[config.mk]
export PLATFORM = sky130hd
export DESIGN_NAME = rx_sample_buffer_flat
export DESIGN_NICKNAME = d
export VERILOG_FILES = /design/src/rtl/rx_sample_buffer_pkg.sv /design/src/rtl/rx_sample_buffer_if.sv /design/src/rtl/rx_sample_buffer_ram.sv /design/src/rtl/rx_sample_buffer.sv /design/src/flat_wrapper.sv
export SDC_FILE = /design/constraint.sdc
export NUM_CORES = 1
export LEC_CHECK = 0
export CORE_ASPECT_RATIO = 0.8
export CORE_UTILIZATION = 46
export DETAILED_ROUTE_END_ITERATION = 6
export SLEW_MARGIN = 20
export SYNTH_ARGS = -nofsm -noshare
export SYNTH_HDL_FRONTEND = slang
export SYNTH_SLANG_ARGS = --single-unit
[constraint.sdc]
create_clock -name clk -period 4.7 [get_ports clk]
set_input_delay 1.175 -clock clk [delete_from_list [all_inputs] [get_ports clk]]
set_output_delay 1.175 -clock clk [all_outputs]
set_load 0.005 [all_outputs]
[src/rtl/rx_sample_buffer_pkg.sv]
// Shared constants and types for the RX sample buffer.
// The overflow counter width is used only when RX_SAMPLE_BUFFER_OVF_CNT_EN is defined.
package rx_sample_buffer_pkg;

  localparam int DATA_W_DEF = 32;

  // Samples are packed as {I, Q}.
  localparam int I_MSB = 31;
  localparam int I_LSB = 16;
  localparam int Q_MSB = 15;
  localparam int Q_LSB = 0;

  localparam int OVF_CNT_W = 16;

  typedef struct packed {
    logic signed [I_MSB-I_LSB:0] i;
    logic signed [Q_MSB-Q_LSB:0] q;
  } iq_sample_t;

endpackage

[src/rtl/rx_sample_buffer_if.sv]
// Groups the upstream AXI-Stream sample input and the bus-side pop port.
// The slave modport is the buffer side; the master modport is the RX chain and bus side.
interface rx_sample_buffer_if #(
  parameter int DATA_W = 32
);
  logic              axis_tvalid_i;
  logic [DATA_W-1:0] axis_tdata_i;
  logic              axis_tready_o;
  logic              rd_en_i;
  logic [DATA_W-1:0] rd_data_o;
  logic              rd_valid_o;

  modport slave (
    input  axis_tvalid_i, axis_tdata_i, rd_en_i,
    output axis_tready_o, rd_data_o, rd_valid_o
  );

  modport master (
    output axis_tvalid_i, axis_tdata_i, rd_en_i,
    input  axis_tready_o, rd_data_o, rd_valid_o
  );
endinterface

[src/rtl/rx_sample_buffer_ram.sv]
// Simple dual-port sample storage: one write port and one registered read port.
// The array itself is never reset; only the read register is, so the popped-data output starts at zero.
module rx_sample_buffer_ram #(
  parameter int DATA_W = 32,
  parameter int ADDR_W = 4
) (
  input  logic              clk,
  input  logic              rst_n,
  input  logic              we_i,
  input  logic [ADDR_W-1:0] waddr_i,
  input  logic [DATA_W-1:0] wdata_i,
  input  logic              re_i,
  input  logic [ADDR_W-1:0] raddr_i,
  output logic [DATA_W-1:0] rdata_o
);

  logic [DATA_W-1:0] mem_q [2**ADDR_W];
  logic [DATA_W-1:0] rdata_q;

  always_ff @(posedge clk) begin
    if (we_i) begin
      mem_q[waddr_i] <= wdata_i;
    end
  end

  // The read register holds its value between pops.
  always_ff @(posedge clk) begin
    if (!rst_n) begin
      rdata_q <= '0;
    end else if (re_i) begin
      rdata_q <= mem_q[raddr_i];
    end
  end

  assign rdata_o = rdata_q;

endmodule

[src/rtl/rx_sample_buffer.sv]
// FIFO between the RX chain (AXI-Stream in) and a bus reader (pop on rd_en_i).
// Optional sticky-overflow counter output when RX_SAMPLE_BUFFER_OVF_CNT_EN is defined.
module rx_sample_buffer
  import rx_sample_buffer_pkg::*;
#(
  parameter int DEPTH_LOG2 = 4,
  parameter int DATA_W     = DATA_W_DEF
) (
  input  logic                  clk,
  input  logic                  rst_n,
  rx_sample_buffer_if.slave     bus,
  input  logic                  clr_overflow_i,
  output logic [DEPTH_LOG2:0]   count_o,
  output logic                  empty_o,
  output logic                  full_o,
  output logic                  overflow_o
`ifdef RX_SAMPLE_BUFFER_OVF_CNT_EN
  ,
  output logic [OVF_CNT_W-1:0]  ovf_count_o
`endif
);

  localparam logic [DEPTH_LOG2:0]   DEPTH   = {1'b1, {DEPTH_LOG2{1'b0}}};
  localparam logic [DEPTH_LOG2:0]   CNT_ONE = 1;
  localparam logic [DEPTH_LOG2-1:0] PTR_ONE = 1;

  logic [DEPTH_LOG2-1:0] wr_ptr_q, wr_ptr_d;
  logic [DEPTH_LOG2-1:0] rd_ptr_q, rd_ptr_d;
  logic [DEPTH_LOG2:0]   count_q, count_d;
  logic                  empty_q, full_q;
  logic                  rd_valid_q;
  logic                  overflow_q, overflow_d;
  logic                  push, pop, drop;
  logic [DATA_W-1:0]     rd_data;

  // Accept/drop decisions look only at registered full/empty, so tready never depends on rd_en_i.
  always_comb begin
    push       = bus.axis_tvalid_i && !full_q;
    drop       = bus.axis_tvalid_i && full_q;
    pop        = bus.rd_en_i && !empty_q;
    wr_ptr_d   = push ? wr_ptr_q + PTR_ONE : wr_ptr_q;
    rd_ptr_d   = pop  ? rd_ptr_q + PTR_ONE : rd_ptr_q;
    count_d    = count_q;
    case ({push, pop})
      2'b10:   count_d = count_q + CNT_ONE;
      2'b01:   count_d = count_q - CNT_ONE;
      default: count_d = count_q;
    endcase
    overflow_d = overflow_q;
    if (drop) begin
      overflow_d = 1'b1;
    end else if (clr_overflow_i) begin
      overflow_d = 1'b0;
    end
  end

  always_ff @(posedge clk) begin
    if (!rst_n) begin
      wr_ptr_q   <= '0;
      rd_ptr_q   <= '0;
      count_q    <= '0;
      empty_q    <= 1'b1;
      full_q     <= 1'b0;
      rd_valid_q <= 1'b0;
      overflow_q <= 1'b0;
    end else begin
      wr_ptr_q   <= wr_ptr_d;
      rd_ptr_q   <= rd_ptr_d;
      count_q    <= count_d;
      empty_q    <= (count_d == '0);
      full_q     <= (count_d == DEPTH);
      rd_valid_q <= pop;
      overflow_q <= overflow_d;
    end
  end

  // A pop never targets the slot being written: pop needs !empty, write needs !full.
  rx_sample_buffer_ram #(
    .DATA_W (DATA_W),
    .ADDR_W (DEPTH_LOG2)
  ) u_ram (
    .clk     (clk),
    .rst_n   (rst_n),
    .we_i    (push),
    .waddr_i (wr_ptr_q),
    .wdata_i (bus.axis_tdata_i),
    .re_i    (pop),
    .raddr_i (rd_ptr_q),
    .rdata_o (rd_data)
  );

  assign bus.axis_tready_o = !full_q;
  assign bus.rd_data_o     = rd_data;
  assign bus.rd_valid_o    = rd_valid_q;
  assign count_o           = count_q;
  assign empty_o           = empty_q;
  assign full_o            = full_q;
  assign overflow_o        = overflow_q;

`ifdef RX_SAMPLE_BUFFER_OVF_CNT_EN
  localparam logic [OVF_CNT_W-1:0] OVF_ONE = 1;

  logic [OVF_CNT_W-1:0] ovf_cnt_q, ovf_cnt_d;

  function automatic logic [OVF_CNT_W-1:0] sat_inc(input logic [OVF_CNT_W-1:0] v);
    return (&v) ? v : v + OVF_ONE;
  endfunction

  // A clear in the same cycle as a drop restarts the count at one.
  always_comb begin
    ovf_cnt_d = ovf_cnt_q;
    if (drop) begin
      ovf_cnt_d = clr_overflow_i ? OVF_ONE : sat_inc(ovf_cnt_q);
    end else if (clr_overflow_i) begin
      ovf_cnt_d = '0;
    end
  end

  always_ff @(posedge clk) begin
    if (!rst_n) begin
      ovf_cnt_q <= '0;
    end else begin
      ovf_cnt_q <= ovf_cnt_d;
    end
  end

  assign ovf_count_o = ovf_cnt_q;
`endif

endmodule

[src/flat_wrapper.sv]
// flat-port wrapper written by rule: the top's interface ports become plain ports
module rx_sample_buffer_flat import rx_sample_buffer_pkg::*;
#(
  parameter int DEPTH_LOG2 = 4,
  parameter int DATA_W     = DATA_W_DEF
)
  (clk, rst_n, clr_overflow_i, count_o, empty_o, full_o, overflow_o, bus_axis_tvalid_i, bus_axis_tdata_i, bus_rd_en_i, bus_axis_tready_o, bus_rd_data_o, bus_rd_valid_o);
  rx_sample_buffer_if #(.DATA_W(DATA_W)) bus_i ();
  input  logic clk;
  input  logic rst_n;
  input  logic clr_overflow_i;
  output logic [DEPTH_LOG2:0] count_o;
  output logic empty_o;
  output logic full_o;
  output logic overflow_o;
  input wire logic [$bits(bus_i.axis_tvalid_i)-1:0] bus_axis_tvalid_i;
  input wire logic [$bits(bus_i.axis_tdata_i)-1:0] bus_axis_tdata_i;
  input wire logic [$bits(bus_i.rd_en_i)-1:0] bus_rd_en_i;
  output wire logic [$bits(bus_i.axis_tready_o)-1:0] bus_axis_tready_o;
  output wire logic [$bits(bus_i.rd_data_o)-1:0] bus_rd_data_o;
  output wire logic [$bits(bus_i.rd_valid_o)-1:0] bus_rd_valid_o;
  assign bus_i.axis_tvalid_i = bus_axis_tvalid_i;
  assign bus_i.axis_tdata_i = bus_axis_tdata_i;
  assign bus_i.rd_en_i = bus_rd_en_i;
  assign bus_axis_tready_o = bus_i.axis_tready_o;
  assign bus_rd_data_o = bus_i.rd_data_o;
  assign bus_rd_valid_o = bus_i.rd_valid_o;
  rx_sample_buffer #(.DEPTH_LOG2(DEPTH_LOG2), .DATA_W(DATA_W)) u_core (.clk(clk), .rst_n(rst_n), .bus(bus_i), .clr_overflow_i(clr_overflow_i), .count_o(count_o), .empty_o(empty_o), .full_o(full_o), .overflow_o(overflow_o));
endmodule
Yosys cells after proc, flatten, opt, wreduce, memory -nomap -nowiden

Memories as Yosys holds them, arrays and structs flattened. A register that Yosys moved wholly into a read port is not among the register bits.
Index checks and enable logic that the tools add are counted.

Bits in writable memories: 512
Register bits after elaboration: 17
Output and inout bits: 42
Word-level logic and storage cells: 28
Input port bits: 37
Memories: 1

Equal/unequal tests: 3
Reductions and logical operators: 8
Multiplexer cells: 5
Add/sub/neg operators: 4

Memories:

| memory             | depth | width | read ports | clocked after memory_dff | wr ports | line                       | text |
|---|---|---|---|---|---|---|---|
| u_core.u_ram.mem_q | 16    | 32    | 1          | 1                        | 1        | rx_sample_buffer_ram.sv:17 | `logic [DATA_W-1:0] mem_q [2**ADDR_W];` |

Operator list:

| cell                | count |
|---|---|
| $pmux 5 s2          | 1 |
| $add 4x1->4 const B | 2 |
| $add 5x1->5 const B | 1 |
| $eq 5x5->1 const B  | 1 |
| $logic_not 5->1     | 1 |
| $sub 5x1->5 const B | 1 |
| $mux 1              | 4 |
| $logic_and 1x1->1   | 3 |
| $logic_not 1->1     | 3 |
| $eq 2x1->1 const B  | 1 |
| $eq 2x2->1 const B  | 1 |
| $reduce_bool 2->1   | 1 |

Logic depth before layout (Yosys ltp)

Word-level depth: 5
Depth in mapped cells: 12
Mapped depth without buffers: 11

Cells and area by module

A second synthesis with hierarchy kept.

Cell total of the unflattened synthesis: 1,311
Area, all modules: 21,779.6 um2

Modules (own cells, without submodules):

| module               | cells each | area each (um2) | times used |
|---|---|---|---|
| rx_sample_buffer_ram | 1,216      | 20,866.3        | 1 |
| rx_sample_buffer     | 95         | 913.4           | 1 |

Worst setup path before layout

Ideal clock, no wire load.

Kind: input port to flip-flop
Start point: input port bus_axis_tvalid_i
End point: memory u_core.u_ram.mem_q[3][0], enable pin
Setup slack: 0.425 ns
Cell stages on the path: 4
Arrival time: 3.814 ns
Path buffers: 1
Path through: nor2b_1 -> buf_2 -> nand2_1 -> nor3_1

Cells in the longest elaborated chain, start to end: 3

Ends and longest elaborated chain:

| what                         | line                       | text |
|---|---|---|
| start: declaration           | flat_wrapper.sv:16         | `input wire logic [$bits(bus_i.axis_tvalid_i)-1:0] bus_axis_tvalid_i;` |
| $logic_and 1x1->1            | rx_sample_buffer.sv:38     | `push = bus.axis_tvalid_i && !full_q;` |
| $mux 1                       | rx_sample_buffer_ram.sv:21 | `if (we_i) begin` |
| $mux 1 (implied by the code) | rx_sample_buffer_ram.sv:22 | `mem_q[waddr_i] <= wdata_i;` |
| end: declaration             | rx_sample_buffer_ram.sv:17 |  |

Every way passes these cells.

Worst setup path in the final report

Start point: input port bus_axis_tvalid_i
End point: register u_core.full_q, in the netlist u_core.full_o

Cells in the longest elaborated chain, start to end: 4
Elaborated cells between the ends (all ways): 5
Those cells by class: eq/ne: 3; mux: 1; reduce/logical: 1

Ends and longest elaborated chain:

| what                                            | line                   | text |
|---|---|---|
| $logic_and 1x1->1 *                             | rx_sample_buffer.sv:38 |  |
| $eq 2x1->1 / $eq 2x2->1 (equally long branches) | rx_sample_buffer.sv:44 | `case ({push, pop})` |
| $pmux 5 s2 *                                    | rx_sample_buffer.sv:44 |  |
| $eq 5x5->1 *                                    | rx_sample_buffer.sv:71 | `full_q <= (count_d == DEPTH);` |
| end signal: assignment                          | rx_sample_buffer.sv:71 |  |
| end: declaration                                | rx_sample_buffer.sv:30 | `logic empty_q, full_q;` |

Every way passes the cells marked *; elsewhere a longest branch is shown, timed or not.
A chain may end at the register's enable or synchronous reset.

==> impl_results.md <==
- Mapped cell area: 0.0212 mm²
- Clock share of power: 37.5%
- Top cell type by total area after synthesis: edfxtp_1
- Xor/xnor share of the synthesized area: 0.413%
- Full die area: 0.0469 mm²
- Global route overflow: 0
- Max_cap viols: 0
- YS warnings: 0
- Post-CTS setup buffers: 0
- Crit path buffers/inverters: 4
- Core ar.: 0.0449 mm²
- Area delta synth->final: 16.4%
- Power after layout: 11.4 mW
- Most frequent cells in the layout: edfxtp_1, mux4_2, clkdlybuf4s50_1
- GRT Resource Usage Total: 18.7%
- RSZ-0062 raised after global routing: no
- Ports: 79
- Die span in x: 242 µm
- Most common cell after layout, fill and taps aside: edfxtp_1
- Post-CTS sizing: 0
- Port Buffers: 78
- Layout Cells excl Fill: 1679
- Placed Instances: 1578
- DRT Wirelength: 42600 µm
- HP Class: register to register
- Worst Tran Pin Value: 0.952 ns
- Placement row count: 69
- Family with the most delay on the worst path: buffers and inverters
- Drt drc: 0
- CP max stage cell: a2111oi_1
- Detail Placement HPWL: 24100 µm
- Clock-pin transition on the worst setup and hold timing paths: 0.06 ns
- Largest net degree at the start of global routing: 58
- Post-Synthesis Cells: 912
- Setup_tns: 0 ns
- Via count of the routed design: 9490
- Power Dens Cells: 462 mW/mm²
- Critical Path End Type: register
- Period Utilization, post-route: 69.4%
- Yosys reg bits: 561
- Worst Path Arrival: 3.79 ns
- Max Clock Freq: 306 MHz
- Final Hold Fails: 0
- Initial Util: 47.2%
- Synth area leaders: edfxtp_1, mux4_2, dfxtp_1
- Final Skew: 0.0109 ns
- Combinational family with the most area after synthesis: multiplexers
- Post-layout util: 55.0%
- CTS Hold Buffers Added: 0
- Multiplexer area fraction after synthesis: 17.1%
- Simple-gate area share of the yosys netlist: 1.54%
- Post-route antenna net violation count: 0
- Clock root cell: clkbuf_16
- Ys async rst share: 0%
- Synthesized area per cell: 23.2 µm²
- Final Worst Setup Slack: 1.44 ns
- Startpoint Class: input pin
- Worst vdd rail ir drop: 0.334 mV
- CTS tree: built
- Num CTS Buffers: 54
- H-tree depth: 2
- Final Critical Period: 3.26 ns
- P_sw: 2.55 mW
- EDFF count, synth: 512
- Critical path cell sequence: clkdlybuf4s50_1 > nor2b_1 > buf_4 > inv_2 > nand2_1 > inv_2 > ha_1 > nor2b_1 > o21ai_1 > a2111oi_1 > mux2i_1 > and3b_1
- Synth Area in Compound Gates: 1.85%
- Sequential share of power: 50.3%
- Sw Ratio: 22.4%
- 1st-iter DRT viols: 640
- Clock sinks: 561
- Layout Nets: 1076
- Share of post-route cells with drive strength above 1: 28.6%
- Synth cell types: 34
- Worst slew margin: 36.5%
- Count of final setup violators: 0
- Main synth FF type: edfxtp_1
- Via-per-instance ratio: 5.65
- Logic pwr share: 12.2%
- RD Place Congestion: 0.737
- Initial antenna violation count: 1
- Status: completed
- Synth Area in Adders: 0.472%
- Post-synth top area share: 72.5%
- Kind of critical path: input pin to register
- Pre-CTS setup slack: 0.886 ns
- Hold_ws: 0.476 ns
- Vias in the first global route: 9843
- P_leak: 7.60 nW
- DRT Pass-1 Iters: 5
- Wire length per cell: 25.4 µm
- Internal: 8.85 mW
- CP peak stage delay: 0.49 ns
- Crit-path max FO: 9
- Max Root-Sink Buffers: 3
- First-pass GRT wire length: 64400 µm
- Worst path required time: 5.23 ns
- Die height: 194 µm
- Sequential share of the synthesized area: 77.2%
- Max Slew Vio Count: 0
- Synthesized Nets: 957
- Dpl cell area: 0.0229 mm²
- Clock Latency Late Sink: 0.58 ns
- Final Cell Area: 0.0247 mm²
==> metal layers <==
metal,routed length (µm),track usage (%)
met1,18500,26.4
met2,21300,30.6
met3,2170,3.14
met4,653,4.36
met5,0,0
==> synth_stat cells (5+ instances only) <==
| library cell | number |
|---|---|
| nor2_1 | 14 |
| buf_6 | 11 |
| buf_2 | 5 |
| a22o_1 | 33 |
| edfxtp_1 | 512 |
| clkbuf_1 | 24 |
| dfxtp_1 | 49 |
| xnor2_1 | 8 |
| and2_1 | 10 |
| nand2b_1 | 5 |
| nand2_1 | 16 |
| nor3_1 | 6 |
| ha_1 | 8 |
| a21oi_1 | 5 |
| mux4_2 | 160 |
| buf_1 | 11 |
==> worst reg2reg max path: cells and delay by family, from the launching register on <==
kind	cells	cell delay (ns)
muxes	2	1.23
DFF	1	0.75
buffers and inverters	1	0.45
AOI/OAI and AO/OA	1	0.19
==> cell type report <==
cell class,instances,area [µm²]
fillers,3414,20200
flip-flops and latches,561,16400
multi-input cells,293,4640
clock buffers,63,1440
repair buffers,114,1130
well taps,603,754
clock inverters,37,325
inverters,7,26.3
diodes,1,2.50
==> sequential cells by signal (all words and copies together) (netlist names) <==
| register | cells |
|---|---|
| u_core.empty_o | 1 |
| u_core.u_ram.mem_q | 512 |
| u_core.u_ram.rdata_o | 32 |
| u_core.rd_ptr_q | 4 |
| u_core.count_o | 5 |
| u_core.wr_ptr_q | 4 |
| u_core.overflow_o | 1 |
| u_core.bus.rd_valid_o | 1 |
| u_core.full_o | 1 |
==> power groups by stage <==
stage               registers [mW]  clock network (mW)  logic [mW]
floorplan                     5.76                   0        1.04
detailed placement            5.85                   0        1.42
global route                  5.77                4.57        1.50
CTS                           5.75                4.37        1.43
finish                        5.74                4.28        1.39
global placement              5.85                   0        1.42
==> worst paths after layout <==
path | startpoint | cells past startpoint | slack, ns | endpoint
max | bus_axis_tvalid_i | 12 | 1.44 | u_core.full_o
min | u_core.u_ram.rdata_o[17] | 1 | 0.48 | u_core.u_ram.rdata_o[17]
max reg2reg | u_core.rd_ptr_q[0] | 4 | 1.97 | u_core.u_ram.rdata_o[14]
min reg2reg | u_core.u_ram.rdata_o[17] | 1 | 0.48 | u_core.u_ram.rdata_o[17]
==> cell families (layout without fill, tap and decap cells) <==
group / Yosys count / after routing
compound gates: 49 / 49
buf+inv: 58 / 221
flops: 561 / 561
other cells: 0 / 1
xor+xnor: 10 / 10
fa+ha+maj: 8 / 8
mux: 162 / 162
simple gates: 64 / 64
(Power assumes the default switching activity.)
==> RTL change 1: new RTL, config.mk and constraints unchanged <==
`DEPTH_LOG2` is set to 4 in 2 places; all go to 3.
--- a/src/rtl/rx_sample_buffer.sv
+++ b/src/rtl/rx_sample_buffer.sv
@@ -5,3 +5,3 @@
 #(
-  parameter int DEPTH_LOG2 = 4,
+  parameter int DEPTH_LOG2 = 3,
   parameter int DATA_W     = DATA_W_DEF
--- a/src/flat_wrapper.sv
+++ b/src/flat_wrapper.sv
@@ -3,3 +3,3 @@
 #(
-  parameter int DEPTH_LOG2 = 4,
+  parameter int DEPTH_LOG2 = 3,
   parameter int DATA_W     = DATA_W_DEF
Interface: changed (resized count_o); port bits go from 79 to 78. No check against the original RTL was run, so the function may have changed too.
==> RTL change 1 against the original RTL <==
Cell count fell by 41%. Sequential power fell by 45%. Setup slack got worse by 0.049 ns. Power fell by 43%. Sequential cell count fell by 259. Wire length fell by 49%. Core utilization rose by 2.3 points. Design area fell by 45%. Area after synthesis fell by 47%. Largest cell class unchanged.
==> RTL change 1: results (changes against the original RTL) <==
| Metric | Value |
|---|---|
| Critical Path AT | 3.80 ns (about the same) |
| Global routing usage on met1 | 0.2613 (-0.002503) |
| Worst r2r src | u_core.empty_o |
| Hold Crit Endpoint | u_core.overflow_o |
| Syn_area_per_cell | 20.16 sq um (-13%) |
| Post-synth EDFFs | 256 (-50%) |
| Pre-antenna DRT Iters | 4 (-1) |
| RR Endpoint | u_core.full_o |
| Yosys warns | 0 (unchanged) |
| Max FFs per register | 256 (-50%) |
| Placed Cells | 940 (-40%) |
| Final hold slack | 0.4662 ns (-0.01007 ns) |
| Via total after detailed routing | 5459 (-42%) |
| Clock slew at reported path FFs | 0.06 ns (about the same) |
| HPWL after detailed placement | 12.76 mm (-47%) |
| Met3 capacity usage during global routing | 0.03072 (-0.0007029) |
| First-pass GRT wire length | 33.96 mm (-47%) |
| Post-DP Area | 0.01254 sq mm (-45%) |
| Status | finished clean |
| Gpl congestion | 0.7432 (+0.91%) |
| CTS buffer count | 30 (-44%) |
| Slowest CP cell | inv_2 |
| Hold path depth | 2 (+1) |
| VDD IR max | 0.3058 mV (-8.5%) |
| DR vias/cell | 5.481 (-3.0%) |
| FF-to-FF setup slack | 2.09 ns (+0.12 ns) |
| Htree depth | 1 (-1) |
| Placement Setup Slack | 0.8814 ns (-0.004150 ns) |
| Setup bufs post-CTS | 0 (unchanged) |
| Register area share after synthesis | 0.7596 (-0.01212) |
| Largest net degree at the start of global routing | 40 (-31%) |
| Met2 usage | 0.2899 (-0.01642) |
| Leakage | 4.245 nW (-44%) |
| Worst Reg2Reg Path Length in Cells | 8 (+4) |
| Worst Path Max Fanout | 33 (+24) |
| Vias in the first global route | 5685 (-42%) |
| Initial drt markers | 388 (-39%) |
| Worst Setup SP | bus_rd_en_i |
| Drt wl/cell | 21.85 um (-14%) |
| Top cells by count, synth | 256 x edfxtp_1, 64 x mux4_2, 46 x dfxtp_1 |
| Post-synthesis cell type count | 32 (-5.9%) |
| Total of fill cells in the finished design | 1800 (-47%) |
| Largest cells by area after synthesis | edfxtp_1 68%, mux4_2 13%, dfxtp_1 8.1% |
| Final #Nets | 701 (-35%) |
| Slew at the pin with the worst max-slew slack | 0.7180 ns (-0.2340 ns) |
| Initial antenna violation count | 0 (-1) |
| Antenna cells | 0 (-1) |
-- RTL change 1: changes by cell type after synthesis, sizes merged, moves of 5 or more --
cell,delta
mux4,-96
nor2,+29
and2,-10
a22o,-33
inv,-5
mux2i,+32
buf,-10
edfxtp,-256
a211oi,+32
clkbuf,-10
nand2,-5
-- RTL change 1: cells by family after synthesis --
family	synth area share
xor+xnor	0.005410
flops	0.7596
buf+inv	0.01623
mux	0.1572
compound gates	0.02871
simple gates	0.02838
fa+ha+maj	0.004417
-- RTL change 1: worst max-delay path by stage --
stage	slack, ns	to
after floorplan	0.48	u_core.u_ram.mem_q[1][0]
after global placement	1.02	u_core.full_o
after detailed placement	0.88	u_core.full_o
after CTS	1.43	u_core.full_o
after global routing	1.25	u_core.full_o
final	1.39	u_core.full_o
-- RTL change 1: worst min-delay path, stage by stage, from the launching register on --
cell	delay [ns]
dfxtp_1	0.31
nand2b_1	0.06
a21oi_1	0.05
-- RTL change 1: layout make-up --
cell class | instances | area, sq um | share of cell area
well taps | 312 | 390.4 | 0.02865
clock buffers | 35 | 810.8 | 0.05950
clock inverters | 21 | 271.5 | 0.01993
flip-flops and latches | 302 | 8615 | 0.6322
multi-input cells | 225 | 2597 | 0.1906
inverters | 4 | 20.02 | 0.001469
repair buffers | 97 | 920.9 | 0.06758
-- RTL change 1: per-layer routing --
layer	wire length, um	vias up
met5	0	-
met4	276	0
met3	1060	25
met2	10460	135
met1	9971	2813
li1	-	2486
-- RTL change 1: power groups by stage --
stage | combinational [mW] | clock (mW) | sequential, mW
floorplan | 0.511 | 0 | 3.17
global placement | 0.778 | 0 | 3.20
detailed placement | 0.790 | 0 | 3.21
CTS | 0.793 | 2.61 | 3.15
global route | 0.849 | 2.72 | 3.16
finish | 0.774 | 2.56 | 3.15
==> RTL change 2: new RTL, same flow settings <==
Without the edit above. Put one more register stage on the output `overflow_o`, with the module's reset. The value now appears one clock later. The other outputs are not delayed to match.
--- a/src/rtl/rx_sample_buffer.sv
+++ b/src/rtl/rx_sample_buffer.sv
@@ -97,3 +97,9 @@
   assign full_o            = full_q;
-  assign overflow_o        = overflow_q;
+  always_ff @(posedge clk) begin
+    if (!rst_n) begin
+      overflow_o <= '0;
+    end else begin
+      overflow_o <= overflow_q;
+    end
+  end
 
Check against the original RTL: no difference found for any inputs over 4 cycles, from zero or initial values and one cycle with rst_n low; that may be too few to reach the edited logic, so the function may still have changed.
==> RTL change 2 against the original RTL <==
First-iteration DRC count rose by 22%. Area after synthesis increased by 0.35%. Setup slack got worse by 0.042 ns. Sequential cell count rose by 1. Power increased by 2.8%. Highest routed layer is now met5. Wire length grew 3.9%. Critical path depth did not move. Design area is 0.84% higher. Largest cell class unchanged. Largest power group unchanged.
==> RTL change 2: results (changes against the original RTL) <==
| Metric | Value |
|---|---|
| Status | finished clean |
| Final design area excluding fillers | 0.02489 sq mm (+0.84%) |
| Seq group | 5.76 mW (about the same) |
| Power Density | 471.0 mW/mm^2 (+1.9%) |
| VDD IR max | 0.3087 mV (-7.7%) |
| Final #Nets | 1079 (+0.28%) |
| Post-synthesis cell type count | 35 (+2.9%) |
| CTS buffer count | 55 (+1.9%) |
| Leakage | 7.694 nW (+1.2%) |
| Clock insertion delay at the later pin of the skew report | 0.60 ns (+0.02 ns) |
| WL final | 44.31 mm (+3.9%) |
| Slew at the pin with the worst max-slew slack | 1.118 ns (+0.1663 ns) |
| DR vias/cell | 5.697 (+0.79%) |
| Gpl congestion | 0.7376 (+0.15%) |
| Share of layout cells above drive strength 1 | 0.2771 (-0.008473) |
| Total track usage | 0.1937 (+0.006984) |
| Cell-internal power | 9.135 mW (+3.2%) |
| Placement Setup Slack | 0.8179 ns (-0.06762 ns) |
| Placed Cells | 1589 (+0.70%) |
| Initial drt markers | 782 (+22%) |
| Register area share after synthesis | 0.7700 (-0.001738) |
| Synth async-reset ratio | 0 (unchanged) |
| HPWL after detailed placement | 24.26 mm (+0.48%) |
| Syn nets | 960 (+0.31%) |
| Vias in the first global route | 9950 (+1.1%) |
| Clk_skew | 0.01614 ns (+0.005218 ns) |
| Antenna cells | 0 (-1) |
| Slowest CP cell | clkdlybuf4s50_1 |
| Syn Inst Count | 915 (+0.33%) |
| CP peak stage delay | 0.47 ns (-0.02 ns) |
| Post-DP Area | 0.02299 sq mm (+0.35%) |
| Total of fill cells in the finished design | 3412 (-0.059%) |
| Clk pwr share | 0.389 (+0.014) |
| Non-Filler Instances | 1691 (+0.71%) |
| Critical Path AT | 3.85 ns (+0.06 ns) |
| Largest cells by area after synthesis | edfxtp_1 72%, mux4_2 16%, dfxtp_1 4.7% |
| Largest net degree at the start of global routing | 48 (-17%) |
[RTL change 2: cell count changes after synthesis, moves of 2 or more]
| cell | before | now |
|---|---|---|
| mux4_1 | 0 | 6 |
| mux4_2 | 160 | 154 |
| inv_2 | 3 | 0 |
| o21ai_1 | 2 | 0 |
| inv_1 | 4 | 6 |
| o21ai_0 | 1 | 3 |
[RTL change 2: area by class of cell]
class	instances	area share
sequential	562	0.6586
timing repair buffer	114	0.04575
multi-input combinational	294	0.1879
inverter	7	0.001056
clock inverter	28	0.01418
tap	612	0.03077
clock buffer	74	0.06179
[RTL change 2: per-layer routing]
layer | wire, um | global-route usage | vias to the layer above | share of wire
li1 | - | - | 4119 | -
met1 | 20710 | 0.2904 | 5205 | 0.47
met2 | 20770 | 0.2987 | 247 | 0.47
met3 | 2057 | 0.03079 | 60 | 0.046
met4 | 763 | 0.05063 | 2 | 0.017
met5 | 11 | 0 | - | 0.00025
[RTL change 2: kinds of logic after synthesis]
logic type      after synthesis  share of synthesized area
flops                       562                     0.7700
mux                         162                     0.1714
simple gates                 65                    0.01565
buf+inv                      59                    0.01536
compound gates               49                    0.01871
xor+xnor                     10                   0.004119
fa+ha+maj                     8                   0.004707
[RTL change 2: worst paths after layout]
check	end	depth (start not counted)	startpoint	slack, ns
worst max-delay path	u_core.full_o	12	bus_axis_tvalid_i	1.39
worst min-delay path	u_core.overflow_o	1	u_core.overflow_q	0.46
worst max register to register	u_core.u_ram.rdata_o[30]	4	u_core.rd_ptr_q[0]	1.90
worst min register to register	u_core.overflow_o	1	u_core.overflow_q	0.46
